`src/rtl/edgedet_pkg.sv`:
```
// Shared types and default parameters for the multi-channel edge detector.
// Holds the per-channel FSM state encoding and the default configuration
// constants used by edgedet_multi and edgedet_chan.
package edgedet_pkg;

  typedef enum logic [1:0] {
    ST_ZERO = 2'd0,
    ST_RISE = 2'd1,
    ST_ONE  = 2'd2,
    ST_FALL = 2'd3
  } edge_state_t;

  localparam int CH_DEF          = 4;
  localparam int SYNC_STAGES_DEF = 2;
  localparam int FILT_CYCLES_DEF = 4;
  localparam int CNT_W_DEF       = 8;

endpackage

```
`src/rtl/edgedet_chan.sv`:
```
// One edge-detector channel: synchroniser, glitch filter, Moore edge FSM,
// sticky pending flag and (with EDGEDET_CNT_EN) a saturating edge counter.
// Latency: level change to tick is SYNC_STAGES + FILT_CYCLES + 1 cycles.
// Backpressure: none; events are recorded in the sticky pending flag.
// Ports: clk, reset (async, active-high), async_level (raw input),
//   rise_en/fall_en (tick enables), clear (pending/counter clear),
//   filt_level, tick, pending, count (EDGEDET_CNT_EN only).
module edgedet_chan
  import edgedet_pkg::*;
#(
  parameter int SYNC_STAGES = SYNC_STAGES_DEF,
  parameter int FILT_CYCLES = FILT_CYCLES_DEF,
  parameter int CNT_W       = CNT_W_DEF
) (
  input  logic             clk,
  input  logic             reset,
  input  logic             async_level,
  input  logic             rise_en,
  input  logic             fall_en,
  input  logic             clear,
  output logic             filt_level,
`ifdef EDGEDET_CNT_EN
  output logic [CNT_W-1:0] count,
`endif
  output logic             tick,
  output logic             pending
);

  localparam int FW = $clog2(FILT_CYCLES + 1);

  logic [SYNC_STAGES-1:0] sync;
  logic                   s;
  logic [FW-1:0]          filt_cnt;
  edge_state_t            state;
  edge_state_t            state_nxt;

  // Synchroniser chain; s is the last stage.
  always_ff @(posedge clk or posedge reset) begin
    if (reset) sync <= '0;
    else       sync <= {sync[SYNC_STAGES-2:0], async_level};
  end
  assign s = sync[SYNC_STAGES-1];

  // Glitch filter: the filtered level only follows s after FILT_CYCLES
  // consecutive cycles of disagreement; any agreement restarts the count.
  always_ff @(posedge clk or posedge reset) begin
    if (reset) begin
      filt_cnt   <= '0;
      filt_level <= 1'b0;
    end else if (s != filt_level) begin
      if (filt_cnt == FW'(FILT_CYCLES - 1)) begin
        filt_cnt   <= '0;
        filt_level <= ~filt_level;
      end else begin
        filt_cnt <= filt_cnt + 1'b1;
      end
    end else begin
      filt_cnt <= '0;
    end
  end

  // Edge FSM: state register
  always_ff @(posedge clk or posedge reset) begin
    if (reset) state <= ST_ZERO;
    else       state <= state_nxt;
  end

  // Edge FSM: next state
  always_comb begin
    state_nxt = ST_ZERO;
    case (state)
      ST_ZERO: state_nxt = filt_level ? ST_RISE : ST_ZERO;
      ST_RISE: state_nxt = filt_level ? ST_ONE  : ST_FALL;
      ST_ONE:  state_nxt = filt_level ? ST_ONE  : ST_FALL;
      ST_FALL: state_nxt = filt_level ? ST_RISE : ST_ZERO;
      default: state_nxt = ST_ZERO;
    endcase
  end

  // Edge FSM: Moore output; enables gate the tick but never the state.
  always_comb begin
    tick = 1'b0;
    case (state)
      ST_RISE: tick = rise_en;
      ST_FALL: tick = fall_en;
      default: tick = 1'b0;
    endcase
  end

  // Sticky flag: a tick in the same cycle as clear still sets it.
  always_ff @(posedge clk or posedge reset) begin
    if (reset)     pending <= 1'b0;
    else if (tick) pending <= 1'b1;
    else if (clear) pending <= 1'b0;
  end

`ifdef EDGEDET_CNT_EN
  // Saturating edge counter; clear with a coincident tick restarts at 1.
  always_ff @(posedge clk or posedge reset) begin
    if (reset)                      count <= '0;
    else if (clear)                 count <= {{(CNT_W-1){1'b0}}, tick};
    else if (tick && (count != '1)) count <= count + 1'b1;
  end
`endif

endmodule

```
`src/rtl/edgedet_multi.sv`:
```
// Multi-channel edge detector for GPIO/button events with sticky flags and irq.
// Latency: level change to o_tick is SYNC_STAGES + FILT_CYCLES + 1 cycles,
// o_pending one cycle later, o_irq two. Backpressure: none (sticky flags).
// Ports: clk, reset (async, active-high), i_level, i_rise_en, i_fall_en,
//   i_clear, o_level, o_tick, o_pending, o_irq, o_count.
// Macro EDGEDET_CNT_EN adds per-channel saturating edge counters on o_count.
module edgedet_multi
  import edgedet_pkg::*;
#(
  parameter int CH          = CH_DEF,
  parameter int SYNC_STAGES = SYNC_STAGES_DEF,
  parameter int FILT_CYCLES = FILT_CYCLES_DEF,
  parameter int CNT_W       = CNT_W_DEF
) (
  input  logic                clk,
  input  logic                reset,
  input  logic [CH-1:0]       i_level,
  input  logic [CH-1:0]       i_rise_en,
  input  logic [CH-1:0]       i_fall_en,
  input  logic [CH-1:0]       i_clear,
  output logic [CH-1:0]       o_level,
  output logic [CH-1:0]       o_tick,
  output logic [CH-1:0]       o_pending,
`ifdef EDGEDET_CNT_EN
  output logic [CH*CNT_W-1:0] o_count,
`endif
  output logic                o_irq
);

  // Elaboration-time parameter sanity checks.
  if (CH < 1)          begin : g_bad_ch   $error("CH must be >= 1");          end
  if (SYNC_STAGES < 2) begin : g_bad_sync $error("SYNC_STAGES must be >= 2"); end
  if (FILT_CYCLES < 1) begin : g_bad_filt $error("FILT_CYCLES must be >= 1"); end
  if (CNT_W < 1)       begin : g_bad_cntw $error("CNT_W must be >= 1");       end

  for (genvar c = 0; c < CH; c++) begin : g_chan
    edgedet_chan #(
      .SYNC_STAGES (SYNC_STAGES),
      .FILT_CYCLES (FILT_CYCLES),
      .CNT_W       (CNT_W)
    ) u_chan (
      .clk         (clk),
      .reset       (reset),
      .async_level (i_level[c]),
      .rise_en     (i_rise_en[c]),
      .fall_en     (i_fall_en[c]),
      .clear       (i_clear[c]),
      .filt_level  (o_level[c]),
`ifdef EDGEDET_CNT_EN
      .count       (o_count[c*CNT_W +: CNT_W]),
`endif
      .tick        (o_tick[c]),
      .pending     (o_pending[c])
    );
  end

  always_ff @(posedge clk or posedge reset) begin
    if (reset) o_irq <= 1'b0;
    else       o_irq <= |o_pending;
  end

endmodule

```
`config.mk`:
```
export PLATFORM = sky130hd
export DESIGN_NAME = edgedet_multi
export DESIGN_NICKNAME = d
export VERILOG_FILES = /design/src/rtl/edgedet_pkg.sv /design/src/rtl/edgedet_chan.sv /design/src/rtl/edgedet_multi.sv
export SDC_FILE = /design/constraint.sdc
export NUM_CORES = 1
export LEC_CHECK = 0
export CORE_MARGIN = 2
export CORE_UTILIZATION = 53
export CTS_CLUSTER_SIZE = 24
export DETAILED_ROUTE_END_ITERATION = 8
export PLACE_DENSITY_LB_ADDON = 0.2
export SLEW_MARGIN = 30
export SYNTH_ARGS = -nofsm -noshare
export SYNTH_HDL_FRONTEND = slang
export SYNTH_SLANG_ARGS = --single-unit
```
`constraint.sdc`:
```
create_clock -name clk -period 3.1 [get_ports clk]
set_clock_uncertainty 0.15 [all_clocks]
set_input_delay 0.93 -clock clk [delete_from_list [all_inputs] [get_ports clk]]
set_output_delay 0.93 -clock clk [all_outputs]
set_load 0.03 [all_outputs]
```
==> results of run 1 <==
[registers in the layout, indices dropped and copies added (netlist names)]
register                  flops
g_chan.u_chan.state           8
g_chan.u_chan.filt_cnt       12
g_chan.u_chan.filt_level      4
g_chan.u_chan.sync            8
g_chan.u_chan.pending         4
o_irq                         1
[cells in the mapped netlist]
library cell / count
sky130_fd_sc_hd__a21o_1: 3
sky130_fd_sc_hd__buf_4: 12
sky130_fd_sc_hd__dfrtp_1: 37
sky130_fd_sc_hd__nor2b_2: 4
sky130_fd_sc_hd__ha_1: 12
sky130_fd_sc_hd__xnor2_1: 8
sky130_fd_sc_hd__or4_1: 1
sky130_fd_sc_hd__nor3_1: 4
sky130_fd_sc_hd__inv_1: 13
sky130_fd_sc_hd__a22o_1: 4
sky130_fd_sc_hd__a21o_2: 1
sky130_fd_sc_hd__nor3b_1: 8
sky130_fd_sc_hd__mux2_2: 4
[critical path, delay by kind of cell]
kind,cells,cell delay [ps]
buffers and inverters,2,580
AOI/OAI and AO/OA,1,260
[per-stage QoR]
stage               instance area, µm²  std cells  utilization [%]
floorplan                         1520        111                -
global placement                  1770        161             64.6
detailed placement                1770        161             64.6
CTS                               1820        168             66.6
global route                      1820        168             66.6
finish                            1820        168             66.6
[cell type report]
cell class | count | area, µm² | area share (%)
multi-input cells | 49 | 454 | 24.9
well taps | 31 | 38.8 | 2.13
inverters | 13 | 48.8 | 2.68
clock buffers | 7 | 55.1 | 3.02
flip-flops and latches | 37 | 926 | 50.9
repair buffers | 31 | 298 | 16.4
[layer usage]
| layer | vias up | share of wire (%) | wire length (µm) |
|---|---|---|---|
| li1 | 400 | - | - |
| met1 | 408 | 39 | 792 |
| met2 | 25 | 51 | 1020 |
| met3 | 5 | 7.2 | 145 |
| met4 | 0 | 2.8 | 57 |
| met5 | - | 0 | 0 |
[cell families (layout without fill, tap and decap cells)]
kind of cell             count (synthesis)  after routing  synth area share (%)
flip-flops                              37             37                  61.0
AND/OR/NAND/NOR                         17             17                  8.07
AO/OA/AOI/OAI                            8              8                  4.37
multiplexers                             4              4                  2.97
buffers and inverters                   25             51                  9.14
XOR/XNOR                                 8              8                  4.61
adder cells (fa/ha/maj)                 12             12                  9.88
[power groups by stage]
stage                     sequential (mW)  combinational (mW)  clock [mW]
after floorplan                     0.755               0.626           0
after global placement              0.759               0.734           0
after detailed placement            0.771               0.766           0
after CTS                           0.761               0.771       0.260
after global routing                0.785               0.848       0.280
final                               0.757               0.755       0.248
[final timing paths]
| kind | start | endpoint | slack, ps | depth (start not counted) |
|---|---|---|---|---|
| worst max-delay path | i_rise_en[0] | o_tick[0] | 250 | 3 |
| worst max register to register | g_chan[0].u_chan.filt_cnt[0] | g_chan[0].u_chan.filt_level | 1760 | 3 |
| worst min-delay path | g_chan[2].u_chan.sync[0] | g_chan[2].u_chan.sync[1] | 210 | 0 |
| worst min register to register | g_chan[2].u_chan.sync[0] | g_chan[2].u_chan.sync[1] | 210 | 0 |
| max in group asynchronous | reset | g_chan[2].u_chan.sync[0] | 1650 | 3 |
| min in group asynchronous | reset | g_chan[0].u_chan.sync[0] | 840 | 3 |
==> impl_results.html, run 1 <==
<table>
<tr><th>Metric</th><th>Value</th></tr>
<tr><th colspan="2">Outcome</th></tr>
<tr><td>Result of the run</td><td>completed</td></tr>
<tr><th colspan="2">Drt</th></tr>
<tr><td>Violation count after the first detailed-route iteration</td><td>18</td></tr>
<tr><td>Number of search-and-repair iterations in the first detailed-routing pass</td><td>4</td></tr>
<tr><td>Drt via density</td><td>4.99</td></tr>
<tr><td>DRC errors left</td><td>0</td></tr>
<tr><td>Final ANT Viol Nets</td><td>0</td></tr>
<tr><td>WL per Instance</td><td>12.0 µm</td></tr>
<tr><td>Wire length after detailed routing</td><td>2020 µm</td></tr>
<tr><td>Via count</td><td>838</td></tr>
<tr><th colspan="2">Power and ir drop</th></tr>
<tr><td>Power, Total</td><td>1.76 mW</td></tr>
<tr><td>Max rail drop VDD</td><td>0.778 mV</td></tr>
<tr><td>Clock network fraction of total power</td><td>14.1%</td></tr>
<tr><td>Part of the power in registers</td><td>43.0%</td></tr>
<tr><td>P_int</td><td>1.13 mW</td></tr>
<tr><td>Sw Ratio</td><td>35.8%</td></tr>
<tr><td>Power share of the combinational group</td><td>42.9%</td></tr>
<tr><td>Switching power</td><td>0.630 mW</td></tr>
<tr><td>Power per standard cell area</td><td>967 nW/µm²</td></tr>
<tr><td>Leakage component of the power</td><td>0.890 nW</td></tr>
<tr><th colspan="2">Floorplan</th></tr>
<tr><td>Die width</td><td>57.5 µm</td></tr>
<tr><td>Placeable core area</td><td>2730 µm²</td></tr>
<tr><td>I/O Pins</td><td>31</td></tr>
<tr><td>Die H</td><td>57.5 µm</td></tr>
<tr><td>Area of the die</td><td>3310 µm²</td></tr>
<tr><td>FP Rows</td><td>19</td></tr>
<tr><td>Effective utilization at floorplan</td><td>55.6%</td></tr>
<tr><th colspan="2">Finish</th></tr>
<tr><td>Fillers</td><td>218</td></tr>
<tr><td>Ant diodes</td><td>0</td></tr>
<tr><td>Relative area change from synthesis to final layout</td><td>19.9%</td></tr>
<tr><td>Share of final-layout standard cells stronger than drive strength 1</td><td>14.6%</td></tr>
<tr><td>Highest-count cells in the layout ignoring fill and taps</td><td>sky130_fd_sc_hd__dfrtp_1 (37), sky130_fd_sc_hd__clkdlybuf4s50_1 (26), sky130_fd_sc_hd__inv_1 (13)</td></tr>
<tr><td>Fin nets</td><td>167</td></tr>
<tr><td>Leading cell type in the layout, fill and taps excluded</td><td>sky130_fd_sc_hd__dfrtp_1</td></tr>
<tr><th colspan="2">Global routing</th></tr>
<tr><td>Number of antenna violations at the first check in global routing</td><td>0</td></tr>
<tr><td>Most heavily used metal layer in global routing</td><td>met2</td></tr>
<tr><td>M3 GR Usage</td><td>7.03%</td></tr>
<tr><td>Global routing met2 resource utilization</td><td>26.9%</td></tr>
<tr><td>First-pass GRT wire length</td><td>3860 µm</td></tr>
<tr><td>Remaining Overflow, GRT</td><td>0</td></tr>
<tr><td>Number of global-route vias before repair</td><td>925</td></tr>
<tr><td>Pin count of the biggest net entering global routing</td><td>38</td></tr>
<tr><td>Overall routing resource usage</td><td>15.9%</td></tr>
<tr><td>Fraction of met1 tracks used by global routing</td><td>16.6%</td></tr>
<tr><th colspan="2">Placement</th></tr>
<tr><td>HPWL after detailed placement</td><td>1540 µm</td></tr>
<tr><td>I/O Buffers</td><td>30</td></tr>
<tr><td>Routability congestion estimate from global placement</td><td>0.648</td></tr>
<tr><td>Pre-CTS worst setup slack</td><td>253 ps</td></tr>
<tr><th colspan="2">Worst setup path</th></tr>
<tr><td>Delay of the slowest critical-path stage</td><td>400 ps</td></tr>
<tr><td>Sort of element at the end of the critical path</td><td>output port</td></tr>
<tr><td>Critical-path maximum fanout</td><td>2</td></tr>
<tr><td>Classification of the worst setup path</td><td>in2out</td></tr>
<tr><td>Library cell contributing the largest single delay on the critical path</td><td>sky130_fd_sc_hd__clkdlybuf4s50_1</td></tr>
<tr><td>Setup crit start kind</td><td>input port</td></tr>
<tr><td>Worst Path Arrival</td><td>1770 ps</td></tr>
<tr><td>Critical-path cell list</td><td>clkdlybuf4s50_1, a22o_1, buf_4</td></tr>
<tr><td>Required time at the worst-slack endpoint</td><td>2020 ps</td></tr>
<tr><th colspan="2">CTS</th></tr>
<tr><td>CTS Root Buffer Type</td><td>sky130_fd_sc_hd__clkbuf_4</td></tr>
<tr><td>CTS Sinks</td><td>37</td></tr>
<tr><td>Post-CTS sizing</td><td>0</td></tr>
<tr><td>Post-CTS repair timing setup buffer count</td><td>0</td></tr>
<tr><td>Inserted Clock Buffers</td><td>5</td></tr>
<tr><td>CTS tree</td><td>yes</td></tr>
<tr><td>Buffer depth of the longest clock path</td><td>2</td></tr>
<tr><td># H-tree levels</td><td>2</td></tr>
<tr><td>Clock slew seen by the registers of the worst setup and hold paths</td><td>100 ps</td></tr>
<tr><td>Clock latency on the worst-skew pair</td><td>330 ps</td></tr>
<tr><td>Hold buffer count at CTS</td><td>0</td></tr>
<tr><th colspan="2">Synth</th></tr>
<tr><td>Proportion of netlist area held by the largest area contributor</td><td>61.0%</td></tr>
<tr><td>Sequential cell area fraction in the yosys report</td><td>61.0%</td></tr>
<tr><td>Synth Area per Inst</td><td>13.7 µm²</td></tr>
<tr><td>Synthesized instance count</td><td>111</td></tr>
<tr><td>Synth Cell Area</td><td>1520 µm²</td></tr>
<tr><td>Synth area leaders</td><td>sky130_fd_sc_hd__dfrtp_1 (61%), sky130_fd_sc_hd__ha_1 (9.9%), sky130_fd_sc_hd__buf_4 (5.9%)</td></tr>
<tr><td>Total nets after synthesis</td><td>141</td></tr>
<tr><td>Dominant cell type by area after synthesis</td><td>sky130_fd_sc_hd__dfrtp_1</td></tr>
<tr><td>Synth cell types</td><td>13</td></tr>
<tr><td>Total of warnings raised by yosys</td><td>0</td></tr>
<tr><td>Number of synthesized register bits</td><td>37</td></tr>
<tr><th colspan="2">STA</th></tr>
<tr><td>Setup repair after global routing missed its margin</td><td>false</td></tr>
<tr><td>Tightest hold margin</td><td>208 ps</td></tr>
<tr><td>Worst path setup slack after routing</td><td>250 ps</td></tr>
<tr><td>Max-slew headroom</td><td>70.5%</td></tr>
<tr><td>Crit path time final</td><td>2850 ps</td></tr>
<tr><td>Transition at the pin with the smallest max-transition slack</td><td>442 ps</td></tr>
<tr><td>Final Max Tran Viols</td><td>0</td></tr>
<tr><td>Highest achievable clock rate</td><td>351 MHz</td></tr>
<tr><td>Final period util</td><td>91.9%</td></tr>
<tr><td>Sum of negative setup slack</td><td>0 ps</td></tr>
<tr><td>Final setup fails</td><td>0</td></tr>
<tr><td>Hold Fails Final Rpt</td><td>0</td></tr>
<tr><th colspan="2">Worst hold path</th></tr>
<tr><td>Type of the tightest min-delay check</td><td>reg2reg</td></tr>
<tr><th colspan="2">Flow run</th></tr>
<tr><td>Reported max-cap violation count</td><td>0</td></tr>
</table>
Power figures use the tool's default switching activity.
==> run 2: changes to the inputs <==
Settings changed: CAP_MARGIN from default to 20, CORE_UTILIZATION 53 to 56, CTS_BUF_LIST from default to sky130_fd_sc_hd__clkbuf_2.
==> impl_results.html, run 2 (same netlist as run 1, synthesis figures left out) <==
<table>
<tr><th>Metric</th><th>Value</th></tr>
<tr><th colspan="2">Placement</th></tr>
<tr><td>I/O Buffers</td><td>30 (unchanged)</td></tr>
<tr><td>Total cell area at the placement stage</td><td>1770 µm² (about the same)</td></tr>
<tr><td>HPWL after detailed placement</td><td>1590 µm (was 1540 µm)</td></tr>
<tr><td>Routability congestion estimate from global placement</td><td>0.724 (was 0.648)</td></tr>
<tr><td>Pre-CTS worst setup slack</td><td>257 ps (was 253 ps)</td></tr>
<tr><th colspan="2">Drt</th></tr>
<tr><td>Violation count after the first detailed-route iteration</td><td>4 (was 18)</td></tr>
<tr><td>Number of search-and-repair iterations in the first detailed-routing pass</td><td>2 (was 4)</td></tr>
<tr><td>Drt via density</td><td>4.90 (was 4.99)</td></tr>
<tr><td>Via count</td><td>823 (was 838)</td></tr>
<tr><td>Final ANT Viol Nets</td><td>0 (unchanged)</td></tr>
<tr><td>Wire length after detailed routing</td><td>1960 µm (was 2020 µm)</td></tr>
<tr><td>DRC errors left</td><td>0 (unchanged)</td></tr>
<tr><td>WL per Instance</td><td>11.7 µm (was 12.0 µm)</td></tr>
<tr><th colspan="2">Finish</th></tr>
<tr><td>Post-route core utilization</td><td>71.6% (was 66.6%)</td></tr>
<tr><td>Leading registers by flop count</td><td>g_chan.u_chan.filt_cnt: 12 flops, g_chan.u_chan.state: 8 flops, g_chan.u_chan.sync: 8 flops (unchanged)</td></tr>
<tr><td>Most flops, register</td><td>g_chan.u_chan.filt_cnt (unchanged)</td></tr>
<tr><td>Ant diodes</td><td>0 (unchanged)</td></tr>
<tr><td>Flip-flop count of the largest register, all copies and words added</td><td>12 (unchanged)</td></tr>
<tr><td>Fillers</td><td>189 (was 218)</td></tr>
<tr><td>Leading cell type in the layout, fill and taps excluded</td><td>sky130_fd_sc_hd__dfrtp_1 (unchanged)</td></tr>
<tr><td>Cell area after layout</td><td>1810 µm² (was 1820 µm²)</td></tr>
<tr><td>Relative area change from synthesis to final layout</td><td>18.9% (was 19.9%)</td></tr>
<tr><td>Share of final-layout standard cells stronger than drive strength 1</td><td>15.2% (was 14.6%)</td></tr>
<tr><td>Highest-count cells in the layout ignoring fill and taps</td><td>sky130_fd_sc_hd__dfrtp_1 (37), sky130_fd_sc_hd__clkdlybuf4s50_1 (26), sky130_fd_sc_hd__inv_1 (13) (unchanged)</td></tr>
<tr><td>Fin nets</td><td>168 (was 167)</td></tr>
<tr><th colspan="2">STA</th></tr>
<tr><td>Final setup fails</td><td>0 (unchanged)</td></tr>
<tr><td>Sum of negative setup slack</td><td>0 ps (unchanged)</td></tr>
<tr><td>Final period util</td><td>91.5% (was 91.9%)</td></tr>
<tr><td>Highest achievable clock rate</td><td>352 MHz (was 351 MHz)</td></tr>
<tr><td>Transition at the pin with the smallest max-transition slack</td><td>310 ps (was 442 ps)</td></tr>
<tr><td>Hold Fails Final Rpt</td><td>0 (unchanged)</td></tr>
<tr><td>Worst path setup slack after routing</td><td>262 ps (was 250 ps)</td></tr>
<tr><td>Crit path time final</td><td>2840 ps (was 2850 ps)</td></tr>
<tr><td>Tightest hold margin</td><td>208 ps (about the same)</td></tr>
<tr><td>Final Max Tran Viols</td><td>0 (unchanged)</td></tr>
<tr><td>Setup repair after global routing missed its margin</td><td>false (unchanged)</td></tr>
<tr><td>Max-slew headroom</td><td>79.3% (was 70.5%)</td></tr>
<tr><th colspan="2">Floorplan</th></tr>
<tr><td>Placeable core area</td><td>2520 µm² (was 2730 µm²)</td></tr>
<tr><td>Area of the die</td><td>3140 µm² (was 3310 µm²)</td></tr>
<tr><td>I/O Pins</td><td>31 (unchanged)</td></tr>
<tr><td>Die H</td><td>56.1 µm (was 57.5 µm)</td></tr>
<tr><td>Die width</td><td>56.1 µm (was 57.5 µm)</td></tr>
<tr><td>Effective utilization at floorplan</td><td>60.2% (was 55.6%)</td></tr>
<tr><td>FP Rows</td><td>18 (was 19)</td></tr>
<tr><th colspan="2">CTS</th></tr>
<tr><td>Hold buffer count at CTS</td><td>0 (unchanged)</td></tr>
<tr><td>Clock slew seen by the registers of the worst setup and hold paths</td><td>160 ps (was 100 ps)</td></tr>
<tr><td>Buffer depth of the longest clock path</td><td>2 (unchanged)</td></tr>
<tr><td>Post-CTS sizing</td><td>0 (unchanged)</td></tr>
<tr><td># H-tree levels</td><td>2 (unchanged)</td></tr>
<tr><td>CTS Sinks</td><td>37 (unchanged)</td></tr>
<tr><td>CTS tree</td><td>yes (unchanged)</td></tr>
<tr><td>Clock latency on the worst-skew pair</td><td>360 ps (was 330 ps)</td></tr>
<tr><td>Post-CTS repair timing setup buffer count</td><td>0 (unchanged)</td></tr>
<tr><td>Inserted Clock Buffers</td><td>5 (unchanged)</td></tr>
<tr><td>CTS Root Buffer Type</td><td>sky130_fd_sc_hd__clkbuf_2 (was sky130_fd_sc_hd__clkbuf_4)</td></tr>
<tr><th colspan="2">Worst hold path</th></tr>
<tr><td>Type of the tightest min-delay check</td><td>reg2reg (unchanged)</td></tr>
<tr><th colspan="2">Global routing</th></tr>
<tr><td>First-pass GRT wire length</td><td>3430 µm (was 3860 µm)</td></tr>
<tr><td>Number of global-route vias before repair</td><td>845 (was 925)</td></tr>
<tr><td>Pin count of the biggest net entering global routing</td><td>24 (was 38)</td></tr>
<tr><td>Number of antenna violations at the first check in global routing</td><td>0 (unchanged)</td></tr>
<tr><td>Remaining Overflow, GRT</td><td>0 (unchanged)</td></tr>
<tr><td>Overall routing resource usage</td><td>14.5% (was 15.9%)</td></tr>
<tr><th colspan="2">Worst setup path</th></tr>
<tr><td>Required time at the worst-slack endpoint</td><td>2020 ps (about the same)</td></tr>
<tr><td>Worst Path Arrival</td><td>1760 ps (was 1770 ps)</td></tr>
<tr><td>Classification of the worst setup path</td><td>in2out (unchanged)</td></tr>
<tr><td>Critical-path maximum fanout</td><td>2 (unchanged)</td></tr>
<tr><td>Setup crit start kind</td><td>input port (unchanged)</td></tr>
<tr><td>Sort of element at the end of the critical path</td><td>output port (unchanged)</td></tr>
<tr><th colspan="2">Outcome</th></tr>
<tr><td>Result of the run</td><td>completed (unchanged)</td></tr>
<tr><th colspan="2">Flow run</th></tr>
<tr><td>Reported max-cap violation count</td><td>0 (unchanged)</td></tr>
<tr><th colspan="2">Power and ir drop</th></tr>
<tr><td>Max rail drop VDD</td><td>0.660 mV (was 0.778 mV)</td></tr>
<tr><td>Power per standard cell area</td><td>939 nW/µm² (was 967 nW/µm²)</td></tr>
<tr><td>Leakage component of the power</td><td>0.890 nW (about the same)</td></tr>
</table>
## run 2: cell count changes in the layout (fill, tap and decap cells not counted)
cell,change
sky130_fd_sc_hd__clkinv_1,+1
sky130_fd_sc_hd__clkbuf_1,-1
sky130_fd_sc_hd__clkbuf_2,+6
sky130_fd_sc_hd__clkbuf_4,-5
sky130_fd_sc_hd__buf_4,+1
sky130_fd_sc_hd__clkbuf_8,-1
## run 2: metal layers
metal	vias up	GRT usage (%)	wire, µm
li1	402	-	-
met1	389	15.1	778
met2	26	24.5	985
met3	6	5.81	158
met4	0	8.16	41
met5	-	0	0
## run 2: final cells by class
type / count / area, µm² / share of cell area [%]
Timing Repair Buffer: 32 / 305 / 16.9
Multi-Input combinational cell: 49 / 454 / 25.2
Clock buffer: 6 / 30.0 / 1.66
Inverter: 13 / 48.8 / 2.70
Clock inverter: 1 / 3.75 / 0.208
Sequential cell: 37 / 926 / 51.3
Tap cell: 30 / 37.5 / 2.08
## run 2: critical path, cell delays in order
cell	delay [ps]
sky130_fd_sc_hd__clkdlybuf4s50_1	400
sky130_fd_sc_hd__a22o_1	260
sky130_fd_sc_hd__buf_4	170
## run 2: power by group
| part | internal [mW] | switching (mW) | leakage [nW] | total, mW |
|---|---|---|---|---|
| Sequential | 0.648 | 0.105 | 0.452 | 0.753 |
| Combinational | 0.373 | 0.381 | 0.411 | 0.754 |
| Clock | 0.0527 | 0.136 | 0.0265 | 0.188 |
## run 2: metrics by stage
step | power (mW) | instances
floorplan | 1.38 | 111
global placement | 1.49 | 161
finish | 1.70 | 168
global route | 1.83 | 168
detailed placement | 1.54 | 161
CTS | 1.72 | 168
## run 2: final timing paths
| check | startpoint | to | slack [ps] | cells past startpoint |
|---|---|---|---|---|
| max | i_rise_en[0] | o_tick[0] | 260 | 3 |
| min | g_chan[1].u_chan.sync[0] | g_chan[1].u_chan.sync[1] | 210 | 0 |
| max reg2reg | g_chan[2].u_chan.filt_cnt[0] | g_chan[2].u_chan.filt_level | 1760 | 3 |
| min reg2reg | g_chan[1].u_chan.sync[0] | g_chan[1].u_chan.sync[1] | 210 | 0 |
| max in group asynchronous | reset | g_chan[2].u_chan.filt_level | 1820 | 3 |
| min in group asynchronous | reset | g_chan[1].u_chan.sync[1] | 700 | 3 |
==> run 3: changes to the inputs <==
Settings changed: CORE_MARGIN 2 to default, REMOVE_ABC_BUFFERS from default to 1.
==> impl_results.html, run 3 (same netlist as run 1, synthesis figures left out) <==
<table>
<tr><th>Metric</th><th>Value</th></tr>
<tr><th colspan="2">Power and ir drop</th></tr>
<tr><td>Power, Total</td><td>1.72 mW (was 1.70 mW)</td></tr>
<tr><td>Leakage component of the power</td><td>0.892 nW (was 0.890 nW)</td></tr>
<tr><td>Part of the power in registers</td><td>43.9% (was 44.4%)</td></tr>
<tr><td>Max rail drop VDD</td><td>0.667 mV (was 0.660 mV)</td></tr>
<tr><td>Clock network fraction of total power</td><td>12.3% (was 11.1%)</td></tr>
<tr><td>Power per standard cell area</td><td>955 nW/µm² (was 939 nW/µm²)</td></tr>
<tr><td>Switching power</td><td>0.634 mW (was 0.621 mW)</td></tr>
<tr><td>Sw Ratio</td><td>36.8% (was 36.7%)</td></tr>
<tr><td>Power share of the combinational group</td><td>43.8% (was 44.5%)</td></tr>
<tr><td>P_int</td><td>1.09 mW (was 1.07 mW)</td></tr>
<tr><th colspan="2">Worst setup path</th></tr>
<tr><td>Worst Path Arrival</td><td>1760 ps (about the same)</td></tr>
<tr><td>Setup crit start kind</td><td>input port (unchanged)</td></tr>
<tr><td>Required time at the worst-slack endpoint</td><td>2020 ps (about the same)</td></tr>
<tr><td>Sort of element at the end of the critical path</td><td>output port (unchanged)</td></tr>
<tr><td>CP Depth</td><td>3 (unchanged)</td></tr>
<tr><td>Delay of the slowest critical-path stage</td><td>410 ps (was 400 ps)</td></tr>
<tr><td>Family of cells with the greatest summed delay on the critical path</td><td>buffers and inverters (unchanged)</td></tr>
<tr><td>Classification of the worst setup path</td><td>in2out (unchanged)</td></tr>
<tr><td>Critical-path maximum fanout</td><td>2 (unchanged)</td></tr>
<tr><td>Critical-path cell list</td><td>clkdlybuf4s50_1, a22o_1, buf_4 (unchanged)</td></tr>
<tr><td>Library cell contributing the largest single delay on the critical path</td><td>sky130_fd_sc_hd__clkdlybuf4s50_1 (unchanged)</td></tr>
<tr><td>R2r worst-path depth</td><td>3 (unchanged)</td></tr>
<tr><td>Worst path buffer plus inverter count</td><td>2 (unchanged)</td></tr>
<tr><th colspan="2">Outcome</th></tr>
<tr><td>Result of the run</td><td>completed (unchanged)</td></tr>
<tr><th colspan="2">Floorplan</th></tr>
<tr><td>Die width</td><td>54.1 µm (was 56.1 µm)</td></tr>
<tr><td>Placeable core area</td><td>2520 µm² (unchanged)</td></tr>
<tr><td>Effective utilization at floorplan</td><td>60.2% (unchanged)</td></tr>
<tr><td>I/O Pins</td><td>31 (unchanged)</td></tr>
<tr><td>Die H</td><td>54.1 µm (was 56.1 µm)</td></tr>
<tr><td>FP Rows</td><td>18 (unchanged)</td></tr>
<tr><td>Area of the die</td><td>2920 µm² (was 3140 µm²)</td></tr>
<tr><th colspan="2">Global routing</th></tr>
<tr><td>Pin count of the biggest net entering global routing</td><td>38 (was 24)</td></tr>
<tr><td>Remaining Overflow, GRT</td><td>0 (unchanged)</td></tr>
<tr><td>Number of antenna violations at the first check in global routing</td><td>0 (unchanged)</td></tr>
<tr><td>First-pass GRT wire length</td><td>3240 µm (was 3430 µm)</td></tr>
<tr><td>Number of global-route vias before repair</td><td>768 (was 845)</td></tr>
<tr><td>Overall routing resource usage</td><td>17.2% (was 14.5%)</td></tr>
<tr><th colspan="2">STA</th></tr>
<tr><td>Final period util</td><td>91.5% (about the same)</td></tr>
<tr><td>Crit path time final</td><td>2840 ps (about the same)</td></tr>
<tr><td>Highest achievable clock rate</td><td>353 MHz (was 352 MHz)</td></tr>
<tr><td>Max-slew headroom</td><td>70.1% (was 79.3%)</td></tr>
<tr><td>Hold Fails Final Rpt</td><td>0 (unchanged)</td></tr>
<tr><td>Transition at the pin with the smallest max-transition slack</td><td>448 ps (was 310 ps)</td></tr>
<tr><td>Final Max Tran Viols</td><td>0 (unchanged)</td></tr>
<tr><td>Sum of negative setup slack</td><td>0 ps (unchanged)</td></tr>
<tr><td>Setup repair after global routing missed its margin</td><td>false (unchanged)</td></tr>
<tr><td>Final setup fails</td><td>0 (unchanged)</td></tr>
<tr><th colspan="2">Finish</th></tr>
<tr><td>Relative area change from synthesis to final layout</td><td>18.8% (was 18.9%)</td></tr>
<tr><td>Ant diodes</td><td>0 (unchanged)</td></tr>
<tr><td>Most flops, register</td><td>g_chan.u_chan.filt_cnt (unchanged)</td></tr>
<tr><td>Fin nets</td><td>167 (was 168)</td></tr>
<tr><td>Cell area after layout</td><td>1800 µm² (was 1810 µm²)</td></tr>
<tr><td>Highest-count cells in the layout ignoring fill and taps</td><td>sky130_fd_sc_hd__dfrtp_1 (37), sky130_fd_sc_hd__clkdlybuf4s50_1 (26), sky130_fd_sc_hd__inv_1 (13) (unchanged)</td></tr>
<tr><td>Share of final-layout standard cells stronger than drive strength 1</td><td>15.9% (was 15.2%)</td></tr>
<tr><td>Post-route core utilization</td><td>71.5% (was 71.6%)</td></tr>
<tr><td>Leading registers by flop count</td><td>g_chan.u_chan.filt_cnt: 12 flops, g_chan.u_chan.state: 8 flops, g_chan.u_chan.sync: 8 flops (unchanged)</td></tr>
<tr><td>Leading cell type in the layout, fill and taps excluded</td><td>sky130_fd_sc_hd__dfrtp_1 (unchanged)</td></tr>
<tr><td>Flip-flop count of the largest register, all copies and words added</td><td>12 (unchanged)</td></tr>
<tr><th colspan="2">Worst hold path</th></tr>
<tr><td>Type of the tightest min-delay check</td><td>reg2reg (unchanged)</td></tr>
<tr><td>Hold-critical path depth</td><td>0 (unchanged)</td></tr>
<tr><th colspan="2">CTS</th></tr>
<tr><td>Inserted Clock Buffers</td><td>5 (unchanged)</td></tr>
<tr><td># H-tree levels</td><td>2 (unchanged)</td></tr>
<tr><td>Post-CTS sizing</td><td>0 (unchanged)</td></tr>
<tr><td>CTS tree</td><td>yes (unchanged)</td></tr>
<tr><td>Buffer depth of the longest clock path</td><td>2 (unchanged)</td></tr>
<tr><td>Post-CTS repair timing setup buffer count</td><td>0 (unchanged)</td></tr>
<tr><td>Hold buffer count at CTS</td><td>0 (unchanged)</td></tr>
<tr><td>Clock latency on the worst-skew pair</td><td>380 ps (was 360 ps)</td></tr>
<tr><td>Clock slew seen by the registers of the worst setup and hold paths</td><td>180 ps (was 160 ps)</td></tr>
<tr><td>CTS Sinks</td><td>37 (unchanged)</td></tr>
<tr><td>CTS Root Buffer Type</td><td>sky130_fd_sc_hd__clkbuf_2 (unchanged)</td></tr>
<tr><th colspan="2">Drt</th></tr>
<tr><td>Wire length after detailed routing</td><td>2090 µm (was 1960 µm)</td></tr>
<tr><td>Violation count after the first detailed-route iteration</td><td>3 (was 4)</td></tr>
<tr><td>DRC errors left</td><td>0 (unchanged)</td></tr>
<tr><td>Drt via density</td><td>4.91 (was 4.90)</td></tr>
<tr><td>Final ANT Viol Nets</td><td>0 (unchanged)</td></tr>
<tr><td>Number of search-and-repair iterations in the first detailed-routing pass</td><td>3 (was 2)</td></tr>
<tr><td>Via count</td><td>825 (was 823)</td></tr>
<tr><td>WL per Instance</td><td>12.4 µm (was 11.7 µm)</td></tr>
<tr><th colspan="2">Placement</th></tr>
<tr><td>Routability congestion estimate from global placement</td><td>0.651 (was 0.724)</td></tr>
<tr><td>Total cell area at the placement stage</td><td>1760 µm² (was 1770 µm²)</td></tr>
<tr><td>HPWL after detailed placement</td><td>1550 µm (was 1590 µm)</td></tr>
<tr><td>I/O Buffers</td><td>30 (unchanged)</td></tr>
<tr><th colspan="2">Flow run</th></tr>
<tr><td>Reported max-cap violation count</td><td>0 (unchanged)</td></tr>
</table>
==> run 3: cell type report <==
cell class	count	area, µm²
Sequential cell	37	926
Fill cell	179	718
Multi-Input combinational cell	49	454
Tap cell	30	37.5
Clock buffer	8	40.0
Timing Repair Buffer	31	298
Inverter	13	48.8
==> run 3: layer usage <==
metal  vias up  global-route usage, %  wire length, µm
met3         5                   9.04              189
li1        402                      -                -
met2        32                   29.0             1020
met1       386                   17.4              853
met5         -                      0                0
met4         0                   7.69               23
==> run 3: final timing paths <==
path,from,endpoint,slack (ps)
hold reg to reg,g_chan[1].u_chan.sync[0],g_chan[1].u_chan.sync[1],200
setup reg to reg,g_chan[2].u_chan.filt_cnt[0],g_chan[2].u_chan.filt_level,1760
min in group asynchronous,reset,g_chan[0].u_chan.filt_cnt[2],770
hold / removal,g_chan[1].u_chan.sync[0],g_chan[1].u_chan.sync[1],200
max in group asynchronous,reset,g_chan[3].u_chan.pending,1700
setup / recovery,i_rise_en[0],o_tick[0],260
==> run 3: metrics by stage <==
| stage | setup WS [ps] | cells | hold slack [ps] |
|---|---|---|---|
| final | 265 | 168 | 201 |
| after detailed placement | 264 | 160 | 186 |
| after global routing | 204 | 168 | 228 |
| after global placement | 279 | 160 | 183 |
| after CTS | 259 | 168 | 210 |
| after floorplan | 763 | 99 | 181 |
==> run 3: power by group through the flow <==
stage / clock network [mW] / registers (mW) / logic [mW]
after floorplan: 0 / 0.863 / 0.407
after global placement: 0 / 0.756 / 0.736
after detailed placement: 0 / 0.771 / 0.768
after CTS: 0.223 / 0.760 / 0.769
after global routing: 0.243 / 0.778 / 0.842
final: 0.211 / 0.756 / 0.755
